<file path="src/rtl/alu_pkg.sv">
// Shared ALU types: operand/operation encodings, the ALU input bundle, and the
// result/state types used by the ALU sharing controller.
package alu_pkg;

    typedef logic [7:0] data;

    typedef enum logic [2:0] {
        ADD         = 3'd0,
        SUB         = 3'd1,
        MUL         = 3'd2,
        DIV         = 3'd3,
        LEFT_SHIFT  = 3'd4,
        RIGHT_SHIFT = 3'd5
    } operation;

    typedef enum logic {
        UNSIGN = 1'b0,
        SIGN   = 1'b1
    } mode;

    typedef union packed {
        logic signed [7:0] s;
        logic        [7:0] u;
    } alu_value_t;

    typedef struct packed {
        logic       clock;
        operation   alu_op;
        mode        alu_mode;
        alu_value_t value1;
        alu_value_t value2;
    } input_to_alu;

    typedef struct packed {
        data  res;
        logic c_out;
        logic overflow;
        logic zero;
    } alu_result_t;

    typedef enum logic [1:0] {
        IDLE = 2'd0,
        BUSY = 2'd1,
        RESP = 2'd2
    } ctrl_state_t;

endpackage

</file>
<file path="src/rtl/rr_arbiter.sv">
// Combinational round-robin grant from a valid vector and a priority pointer.
// With ALU_SHARE_FIXED_PRI_EN defined, requester 0 always wins and the pointer rotates over 1..NUM_REQ-1.
module rr_arbiter #(
    parameter int NUM_REQ = 4
) (
    input  logic [NUM_REQ-1:0]         valid,
    input  logic [$clog2(NUM_REQ)-1:0] ptr,
    output logic [NUM_REQ-1:0]         grant,
    output logic [$clog2(NUM_REQ)-1:0] grant_idx,
    output logic                       any_grant,
    output logic [$clog2(NUM_REQ)-1:0] next_ptr
);

    localparam int IW = $clog2(NUM_REQ);

    int idx_v;
    int nxt_v;

    // search from the pointer with wrap; first valid requester wins
    always_comb begin
        grant     = '0;
        grant_idx = '0;
        any_grant = 1'b0;
        next_ptr  = ptr;
        idx_v     = 0;
        nxt_v     = 0;
`ifdef ALU_SHARE_FIXED_PRI_EN
        if (valid[0]) begin
            grant[0]  = 1'b1;
            any_grant = 1'b1;
        end else begin
            for (int i = 0; i < NUM_REQ - 1; i++) begin
                // index 0 is never part of the rotation
                idx_v = ((ptr == '0) ? 1 : int'(ptr)) + i;
                if (idx_v >= NUM_REQ) begin
                    idx_v = idx_v - (NUM_REQ - 1);
                end else begin
                    idx_v = idx_v;
                end
                if (!any_grant && valid[idx_v]) begin
                    grant[idx_v] = 1'b1;
                    grant_idx    = IW'(idx_v);
                    any_grant    = 1'b1;
                    nxt_v        = (idx_v + 1 >= NUM_REQ) ? 1 : idx_v + 1;
                    next_ptr     = IW'(nxt_v);
                end else begin
                    any_grant = any_grant;
                end
            end
        end
`else
        for (int i = 0; i < NUM_REQ; i++) begin
            idx_v = int'(ptr) + i;
            if (idx_v >= NUM_REQ) begin
                idx_v = idx_v - NUM_REQ;
            end else begin
                idx_v = idx_v;
            end
            if (!any_grant && valid[idx_v]) begin
                grant[idx_v] = 1'b1;
                grant_idx    = IW'(idx_v);
                any_grant    = 1'b1;
                nxt_v        = (idx_v + 1 >= NUM_REQ) ? 0 : idx_v + 1;
                next_ptr     = IW'(nxt_v);
            end else begin
                any_grant = any_grant;
            end
        end
`endif
    end

endmodule

</file>
<file path="src/rtl/alu_share_ctrl.sv">
// Shares one 8-bit ALU among NUM_REQ requesters: arbitrates, issues, waits ALU_LATENCY, returns result.
// Optional build macro ALU_SHARE_FIXED_PRI_EN gives requester 0 fixed top priority (handled in rr_arbiter).
module alu_share_ctrl
    import alu_pkg::*;
#(
    parameter int NUM_REQ     = 4,
    parameter int ALU_LATENCY = 1
) (
    input  logic                       clock,
    input  logic                       reset,
    input  logic [NUM_REQ-1:0]         req_valid,
    output logic [NUM_REQ-1:0]         req_ready,
    input  operation                   req_op   [NUM_REQ],
    input  mode                        req_mode [NUM_REQ],
    input  data                        req_a    [NUM_REQ],
    input  data                        req_b    [NUM_REQ],
    output logic                       rsp_valid,
    input  logic                       rsp_ready,
    output logic [$clog2(NUM_REQ)-1:0] rsp_id,
    output data                        rsp_data,
    output logic                       rsp_c_out,
    output logic                       rsp_overflow,
    output logic                       rsp_zero,
    output input_to_alu                alu_in,
    input  data                        alu_out,
    input  logic                       alu_c_out,
    input  logic                       alu_overflow,
    input  logic                       alu_zero
);

    localparam int IW = $clog2(NUM_REQ);

    ctrl_state_t        state_r;
    logic [IW-1:0]      ptr_r;
    logic [2:0]         cnt_r;
    operation           op_r;
    mode                mode_r;
    alu_value_t         value1_r;
    alu_value_t         value2_r;
    alu_result_t        rsp_r;
    logic               rsp_valid_r;
    logic [IW-1:0]      rsp_id_r;

    logic [NUM_REQ-1:0] grant_s;
    logic [IW-1:0]      win_idx_s;
    logic [IW-1:0]      next_ptr_s;
    logic               any_s;
    logic               div0_s;

    rr_arbiter #(.NUM_REQ(NUM_REQ)) u_arb (
        .valid     (req_valid),
        .ptr       (ptr_r),
        .grant     (grant_s),
        .grant_idx (win_idx_s),
        .any_grant (any_s),
        .next_ptr  (next_ptr_s)
    );

    // acceptance is only possible while idle and out of reset
    always_comb begin
        req_ready = '0;
        div0_s    = 1'b0;
        if ((state_r == IDLE) && !reset) begin
            req_ready = grant_s;
            div0_s    = (req_op[win_idx_s] == DIV) && (req_b[win_idx_s] == 8'h00);
        end else begin
            req_ready = '0;
        end
    end

    // sequencer: accept, hold operands for the ALU latency, then present the response
    always_ff @(posedge clock) begin
        if (reset) begin
            state_r     <= IDLE;
            ptr_r       <= '0;
            cnt_r       <= 3'd0;
            op_r        <= ADD;
            mode_r      <= UNSIGN;
            value1_r    <= 8'h00;
            value2_r    <= 8'h00;
            rsp_r       <= '0;
            rsp_valid_r <= 1'b0;
            rsp_id_r    <= '0;
        end else begin
            case (state_r)
                IDLE: begin
                    if (any_s) begin
                        ptr_r    <= next_ptr_s;
                        rsp_id_r <= win_idx_s;
                        if (div0_s) begin
                            // divide by zero never reaches the ALU; alu_in keeps its last issue
                            rsp_r.res      <= 8'h00;
                            rsp_r.c_out    <= 1'b0;
                            rsp_r.overflow <= 1'b1;
                            rsp_r.zero     <= 1'b1;
                            rsp_valid_r    <= 1'b1;
                            state_r        <= RESP;
                        end else begin
                            op_r   <= req_op[win_idx_s];
                            mode_r <= req_mode[win_idx_s];
                            if (req_mode[win_idx_s] == SIGN) begin
                                value1_r.s <= signed'(req_a[win_idx_s]);
                                value2_r.s <= signed'(req_b[win_idx_s]);
                            end else begin
                                value1_r.u <= req_a[win_idx_s];
                                value2_r.u <= req_b[win_idx_s];
                            end
                            cnt_r   <= 3'(ALU_LATENCY);
                            state_r <= BUSY;
                        end
                    end
                end
                BUSY: begin
                    cnt_r <= cnt_r - 3'd1;
                    if (cnt_r == 3'd1) begin
                        rsp_r.res      <= alu_out;
                        rsp_r.c_out    <= alu_c_out;
                        rsp_r.overflow <= alu_overflow;
                        rsp_r.zero     <= alu_zero;
                        rsp_valid_r    <= 1'b1;
                        state_r        <= RESP;
                    end
                end
                RESP: begin
                    if (rsp_ready) begin
                        rsp_valid_r <= 1'b0;
                        state_r     <= IDLE;
                    end
                end
                default: begin
                    state_r     <= IDLE;
                    rsp_valid_r <= 1'b0;
                end
            endcase
        end
    end

    // drive the ALU bundle and response channel from held registers
    always_comb begin
        alu_in.clock    = clock;
        alu_in.alu_op   = op_r;
        alu_in.alu_mode = mode_r;
        alu_in.value1   = value1_r;
        alu_in.value2   = value2_r;
        rsp_valid       = rsp_valid_r;
        rsp_id          = rsp_id_r;
        rsp_data        = rsp_r.res;
        rsp_c_out       = rsp_r.c_out;
        rsp_overflow    = rsp_r.overflow;
        rsp_zero        = rsp_r.zero;
    end

endmodule

</file>
<file path="config.mk">
export PLATFORM = sky130hd
export DESIGN_NAME = alu_share_ctrl
export DESIGN_NICKNAME = d
export VERILOG_FILES = /design/src/rtl/alu_pkg.sv /design/src/rtl/rr_arbiter.sv /design/src/rtl/alu_share_ctrl.sv
export SDC_FILE = /design/constraint.sdc
export NUM_CORES = 1
export LEC_CHECK = 0
export CORE_AREA = 2 2 97 136
export CTS_BUF_LIST = sky130_fd_sc_hd__clkbuf_4
export DETAILED_ROUTE_END_ITERATION = 12
export DIE_AREA = 0 0 99 138
export MAX_ROUTING_LAYER = met4
export PLACE_DENSITY_LB_ADDON = 0.25
export SLEW_MARGIN = 20
export SYNTH_ARGS = -nofsm -noshare
export SYNTH_HDL_FRONTEND = slang
export SYNTH_SLANG_ARGS = --single-unit
export TNS_END_PERCENT = 10
</file>
<file path="constraint.sdc">
create_clock -name clock -period 8.48 [get_ports clock]
set_clock_uncertainty 0.1 [all_clocks]
set_input_delay 1.272 -clock clock [delete_from_list [all_inputs] [get_ports clock]]
set_output_delay 1.272 -clock clock [all_outputs]
set_load 0.02 [all_outputs]
</file>
==> results of run 1 <==
report_power, final:
| group | total [W] | switching (W) | internal (W) |
|---|---|---|---|
| combinational | 0.00116 | 0.000620 | 0.000538 |
| sequential | 0.000324 | 0.0000631 | 0.000261 |
| clock | 0.000137 | 0.0000820 | 0.0000549 |
registers in the layout (all words and copies together), names as in the netlist:
name          count
rsp_data          8
value1_r          8
value2_r          8
cnt_r             3
op_r              3
ptr_r             2
rsp_id            2
state_r           2
mode_r            1
rsp_c_out         1
rsp_overflow      1
rsp_valid         1
rsp_zero          1
through the flow:
stage	std cells	setup WS (ns)	utilization, %
floorplan	369	2.73	-
global placement	634	2.36	35.8
detailed placement	634	2.36	35.8
CTS	645	2.10	36.4
global route	645	2.08	36.4
finish	645	2.12	36.4
area by class of cell:
type / count / area, µm² / area share (%)
inverter: 9 / 33.8 / 0.738
sequential: 41 / 821 / 17.9
tap: 153 / 191 / 4.18
clock inverter: 3 / 17.5 / 0.383
timing repair buffer: 140 / 1390 / 30.4
clock buffer: 9 / 70.1 / 1.53
multi-input combinational: 290 / 2050 / 44.9
metal layers:
layer | global-route usage, % | vias to the layer above | share of wire (%)
li1 | - | 1613 | -
met1 | 15.8 | 1489 | 37
met2 | 28.5 | 89 | 56
met3 | 3.59 | 7 | 5.2
met4 | 4.97 | 0 | 1.5
met5 | - | - | 0
synth_stat cells (2+ instances only):
cell,number,area share [%]
a211oi_1,5,1.2
a21o_1,2,0.49
a21oi_1,43,7.0
a221oi_1,5,1.4
a22o_1,10,2.9
a22oi_1,4,0.98
and2_1,2,0.41
buf_1,2,0.25
buf_2,7,1.1
buf_4,5,1.2
buf_6,2,0.74
clkbuf_1,13,1.6
dfxtp_1,41,27
ha_1,7,2.9
inv_1,9,1.1
mux2_2,20,7.4
mux2i_1,29,9.5
mux4_2,4,2.9
nand2_1,16,2.0
nand3_1,12,2.0
nand3b_1,4,0.98
nor2_1,42,5.2
nor2b_1,5,1.0
nor3_1,14,2.3
nor3b_1,5,1.2
nor4_1,2,0.41
o2111a_1,2,0.74
o211ai_1,8,2.0
o21a_1,2,0.49
o21ai_0,17,2.8
o21ai_1,9,1.5
or3_1,4,0.82
placed cells by master, fill, tap and decap left out, drive strengths merged, types with 8 or more instances in the layout:
| cell | netlist | layout |
|---|---|---|
| clkdlybuf4s50 | 0 | 136 |
| dfxtp | 41 | 41 |
| nand3 | 12 | 12 |
| a21oi | 43 | 43 |
| o211ai | 8 | 8 |
| clkbuf | 13 | 8 |
| nand2 | 16 | 16 |
| a22o | 10 | 10 |
| nor3 | 14 | 14 |
| nor2 | 43 | 43 |
| mux2 | 21 | 21 |
| o21ai | 26 | 26 |
| inv | 9 | 9 |
| mux2i | 29 | 29 |
critical path, delay by kind of cell:
kind / cells / cell delay [ns]
buf+inv: 3 / 0.75
cell families (layout without fill, tap and decap cells):
logic type / Yosys count / after routing / synth area share [%]
DFF: 41 / 41 / 26.9
AOI/OAI and AO/OA: 118 / 118 / 25.7
and+or+nand+nor: 111 / 111 / 18.3
muxes: 54 / 54 / 20.2
adders and majority gates: 7 / 7 / 2.87
buffers and inverters: 38 / 161 / 6.06
how the worst max path moves through the flow:
stage / startpoint / to / cells past startpoint
2_1_floorplan: clock / alu_in[20] / 1
3_3_place_gp: clock / alu_in[20] / 1
3_5_place_dp: clock / alu_in[20] / 1
4_1_cts: clock / alu_in[20] / 3
5_1_grt: clock / alu_in[20] / 3
6_report: clock / alu_in[20] / 3
==> summary.md, run 1 <==
| Metric | Value |
|---|---|
| Hold_sp | `rsp_overflow$_SDFFE_PP0P_` |
| Setup_tns | `0 ns` |
| Total core area | `0.0126 mm²` |
| Clk Latency, worst-skew pair | `0.47 ns` |
| R2R Path Start | `ptr_r[0]$_SDFFE_PP0P_` |
| First-pass GRT wire length | `16600 µm` |
| Largest stage delay on the critical path | `0.52 ns` |
| Critical Path RT | `7.11 ns` |
| Post-Syn Nets | `474` |
| Layout cells sized above 1 | `9.76%` |
| Number of detailed-route iterations in the first pass | `4` |
| Syn avg cell area | `8.28 µm²` |
| Post-synthesis cell area | `0.00305 mm²` |
| Initial core utilization | `24.3%` |
| Max Cap Viol | `0` |
| Placer Congestion | `0.784` |
| Area Growth Syn to Fin | `49.8%` |
| Final wirelength | `10100 µm` |
| Reg clk slew, reported paths | `0.13 ns` |
| Port Buffer Count | `136` |
| Vias | `3198` |
| Worst Tran Pin Value | `0.902 ns` |
| Async S/R FF share, synth | `0%` |
| Initial drt markers | `166` |
| Cells after Synth | `369` |
| DRT antenna net count | `0` |
| Ys Warns | `0` |
| Pwr Density | `354 mW/mm²` |
| # rows | `49` |
| Max FO, Critical Path | `2` |
| CTS tree | `done` |
| Flop-to-flop setup slack | `2.97 ns` |
| Remaining DRCs | `0` |
| Worst-case reg-to-reg path depth | `12` |
| WL per Instance | `15.7 µm` |
| Slowest stage cell on the critical path | `clkdlybuf4s50_1` |
| Crit. End Element | `output port` |
| Die H | `138 µm` |
| Via-to-Cell Ratio | `4.96` |
| Setup Crit Path Kind | `clk2out` |
| CP arrival | `4.99 ns` |
| Finished Cell Area | `0.00458 mm²` |
| Peak supply drop | `0.233 mV` |
| Setup violations, final | `0` |
| Hold Path Class | `reg2reg` |
| Unrepaired setup endpoints after global routing | `no` |
| Post-synth EDFFs | `0` |
| Reg-to-reg endpoint | `rsp_data[7]$_SDFFE_PP0P_` |
| Post-DP Area | `0.00450 mm²` |
| Fin. Hold Viols | `0` |
| Hold slack | `0.375 ns` |
| Leakage power | `1.67 nW` |
| Fin. max-slew vios | `0` |
| Diodes inserted | `0` |
| Vias in the first global route | `3290` |
| Status | `complete, no violations` |
| Total power | `0.00162 W` |
| Seq cells post-synth | `41` |
| Main synth FF type | `dfxtp_1` |
| Total Routing Usage GR | `15.4%` |
| I/O pin cnt | `137` |
| Unique cell type count in the Yosys netlist | `49` |
| Chip width | `99 µm` |
| Layout Nets | `596` |
| Post-CTS Setup Repair Bufs | `0` |
| Min-Delay Endpoint | `rsp_overflow$_SDFFE_PP0P_` |
| Sequential area share after synthesis | `26.9%` |
| Pin count of the biggest net entering global routing | `43` |
| Startpoint types | `clock port` |
| # hold bufs at CTS | `0` |
| Initial antenna violation count | `0` |
| Rel. slew slack | `39.8%` |
| Global route overflow | `0` |
| Filler Cells Inserted | `1329` |
| Die area | `0.0137 mm²` |
| Most frequent CP cell | `clkbuf_4` |
| Post-CTS Resized | `0` |
| Hold depth | `2` |
| Final HPWL DP | `7950 µm` |
| Crit path cell chain | `clkbuf_4 -> clkbuf_4 -> clkdlybuf4s50_1` |
Note: power is estimated with default switching activity, not from simulation.
==> run 2: changes to the inputs <==
- clock period: 8.48 -> 5.15 ns (I/O delays scaled with it)
==> summary.md, run 2 (same netlist as run 1, synthesis figures left out) <==
| Metric | Value |
|---|---|
| Initial core utilization | `24.3% (unchanged)` |
| Post-DP Area | `0.00452 mm² (+0.50%)` |
| Largest stage delay on the critical path | `0.69 ns (+0.17 ns)` |
| Area Growth Syn to Fin | `50.7%` |
| Initial antenna violation count | `0 (unchanged)` |
| Critical Path RT | `4.28 ns (-2.83 ns)` |
| Sequential cell area | `821 µm² (unchanged)` |
| Gate power share | `72.8% (+1.3 points)` |
| Final worst path period need | `4.65 ns` |
| Layout Nets | `599 (+0.50%)` |
| Layout cells sized above 1 | `10.3% (+0.55 points)` |
| Number of detailed-route iterations in the first pass | `4 (unchanged)` |
| Unrepaired setup endpoints after global routing | `no` |
| Final HPWL DP | `7960 µm (+0.15%)` |
| Via-to-Cell Ratio | `4.96 (about the same)` |
| Finished Cell Area | `0.00460 mm² (+0.60%)` |
| Post-CTS Setup Repair Bufs | `0 (unchanged)` |
| Seq pwr share | `19.1% (-0.9 points)` |
| CTS tree | `done` |
| Most frequent CP cell | `nor2_1` |
| Vias in the first global route | `3325 (+1.1%)` |
| Filler Cells Inserted | `1303 (-2.0%)` |
| # hold bufs at CTS | `0 (unchanged)` |
| Hold Path Class | `reg2reg` |
| Slowest stage cell on the critical path | `mux4_2` |
| Remaining DRCs | `0 (unchanged)` |
| Psw | `0.00126 W (+64%)` |
| Diodes inserted | `0 (unchanged)` |
| Total internal power | `0.00142 W (+66%)` |
| Peak supply drop | `0.234 mV (+0.68%)` |
| Post-CTS Resized | `0 (unchanged)` |
| Chip width | `99 µm (unchanged)` |
| # rows | `49 (unchanged)` |
| Net Sw Frac | `47.0% (-0.28 points)` |
| Die H | `138 µm (unchanged)` |
| Vias | `3215 (+0.53%)` |
| Highest clock rate | `215 MHz` |
| Port Buffer Count | `136 (unchanged)` |
| Pin count of the biggest net entering global routing | `40 (-7.0%)` |
| Max FO, Critical Path | `12 (+10)` |
| I/O pin cnt | `137 (unchanged)` |
| Multi-input gate area | `0.00205 mm² (unchanged)` |
| Pwr Density | `582 mW/mm² (+64%)` |
| Most common cell after layout, fill and taps aside | `clkdlybuf4s50_1` |
| Setup_tns | `0 ns (unchanged)` |
| Clock group share of total power | `8.2% (-0.3 points)` |
| CP arrival | `3.78 ns (-1.21 ns)` |
| Period utilization | `90.3%` |
| Global route overflow | `0 (unchanged)` |
| Fin. max-slew vios | `0 (unchanged)` |
| Max Cap Viol | `0 (unchanged)` |
| Status | `complete, no violations` |
| Total core area | `0.0126 mm² (unchanged)` |
| Most frequent cells in the layout | `clkdlybuf4s50_1 (136), a21oi_1 (43), nor2_1 (42)` |
| Startpoint types | `register` |
| Crit path cell chain | `inv_1 -> ha_1 -> mux4_2 -> nor2_1 -> and2_1 -> a221oi_1 -> nor2_1 -> clkdlybuf4s50_1` |
| Placer Congestion | `0.851 (+8.5%)` |
| First-pass GRT wire length | `16000 µm (-3.7%)` |
| Rel. slew slack | `56.5% (+17 points)` |
| DRT antenna net count | `0 (unchanged)` |
| Setup violations, final | `0 (unchanged)` |
| Leakage power | `1.68 nW (+0.47%)` |
| WL per Instance | `15.4 µm (-2.2%)` |
| Initial drt markers | `167 (+0.60%)` |
| Reg clk slew, reported paths | `0.12 ns (about the same)` |
| Clk Latency, worst-skew pair | `0.46 ns (about the same)` |
| Post-layout util | `36.6% (+0.22 points)` |
| Die area | `0.0137 mm² (unchanged)` |
| Crit. End Element | `output port` |
| Worst Tran Pin Value | `0.648 ns (-0.255 ns)` |
| Fin. Hold Viols | `0 (unchanged)` |
| Final wirelength | `9960 µm (-1.8%)` |
| Total Routing Usage GR | `14.8% (-0.68 points)` |
| Setup Crit Path Kind | `reg2out` |
run 2: per-layer routing:
metal / part of all wire (%) / vias up / GRT usage (%)
li1: - / 1611 / -
met1: 37 / 1501 / 14.3
met2: 57 / 94 / 28.7
met3: 5.0 / 9 / 3.29
met4: 1.3 / 0 / 3.97
met5: 0 / - / -
run 2: worst paths after layout:
| check | from | endpoint | slack, ns | depth (start not counted) |
|---|---|---|---|---|
| min | rsp_zero$_SDFFE_PP0P_ | rsp_zero$_SDFFE_PP0P_ | 0.37 | 2 |
| max | ptr_r[1]$_SDFFE_PP0P_ | req_ready[3] | 0.50 | 8 |
| min reg2reg | rsp_zero$_SDFFE_PP0P_ | rsp_zero$_SDFFE_PP0P_ | 0.37 | 2 |
| max reg2reg | ptr_r[1]$_SDFFE_PP0P_ | rsp_data[1]$_SDFFE_PP0P_ | 0.85 | 12 |
run 2: worst max-delay path, delay by kind of cell, from the launching register on:
family / cells / cell delay [ns]
AO/OA/AOI/OAI: 1 / 0.13
adder cells (fa/ha/maj): 1 / 0.48
buffers and inverters: 2 / 0.76
flip-flops: 1 / 0.56
multiplexers: 1 / 0.69
AND/OR/NAND/NOR: 3 / 0.69
run 2: layout make-up:
type | count | area share, %
Clock buffer | 9 | 1.52
Tap cell | 153 | 4.16
Multi-Input combinational cell | 290 | 44.6
Inverter | 9 | 0.734
Sequential cell | 41 | 17.8
Timing Repair Buffer | 143 | 30.7
Clock inverter | 3 | 0.489
run 2: power groups by stage:
stage | clock, W | combinational [W] | sequential [W]
floorplan | 0.0000227 | 0.00133 | 0.000608
global placement | 0.0000261 | 0.00194 | 0.000516
detailed placement | 0.0000261 | 0.00195 | 0.000520
CTS | 0.000231 | 0.00196 | 0.000512
global route | 0.000247 | 0.00214 | 0.000525
finish | 0.000219 | 0.00195 | 0.000510
run 2: stage by stage:
stage	setup slack [ns]	total power (W)	hold slack (ns)	cells
CTS	0.538	0.00271	0.372	648
global route	0.251	0.00292	0.401	648
finish	0.501	0.00268	0.374	648
floorplan	1.44	0.00196	0.354	369
global placement	0.823	0.00249	0.347	637
detailed placement	0.747	0.00250	0.353	637
==> run 3: changes to the inputs <==
- GPL_ROUTABILITY_DRIVEN: default -> 0
==> results of run 3 <==
The final DEF is identical to that of run 2; final timing and power are the same.
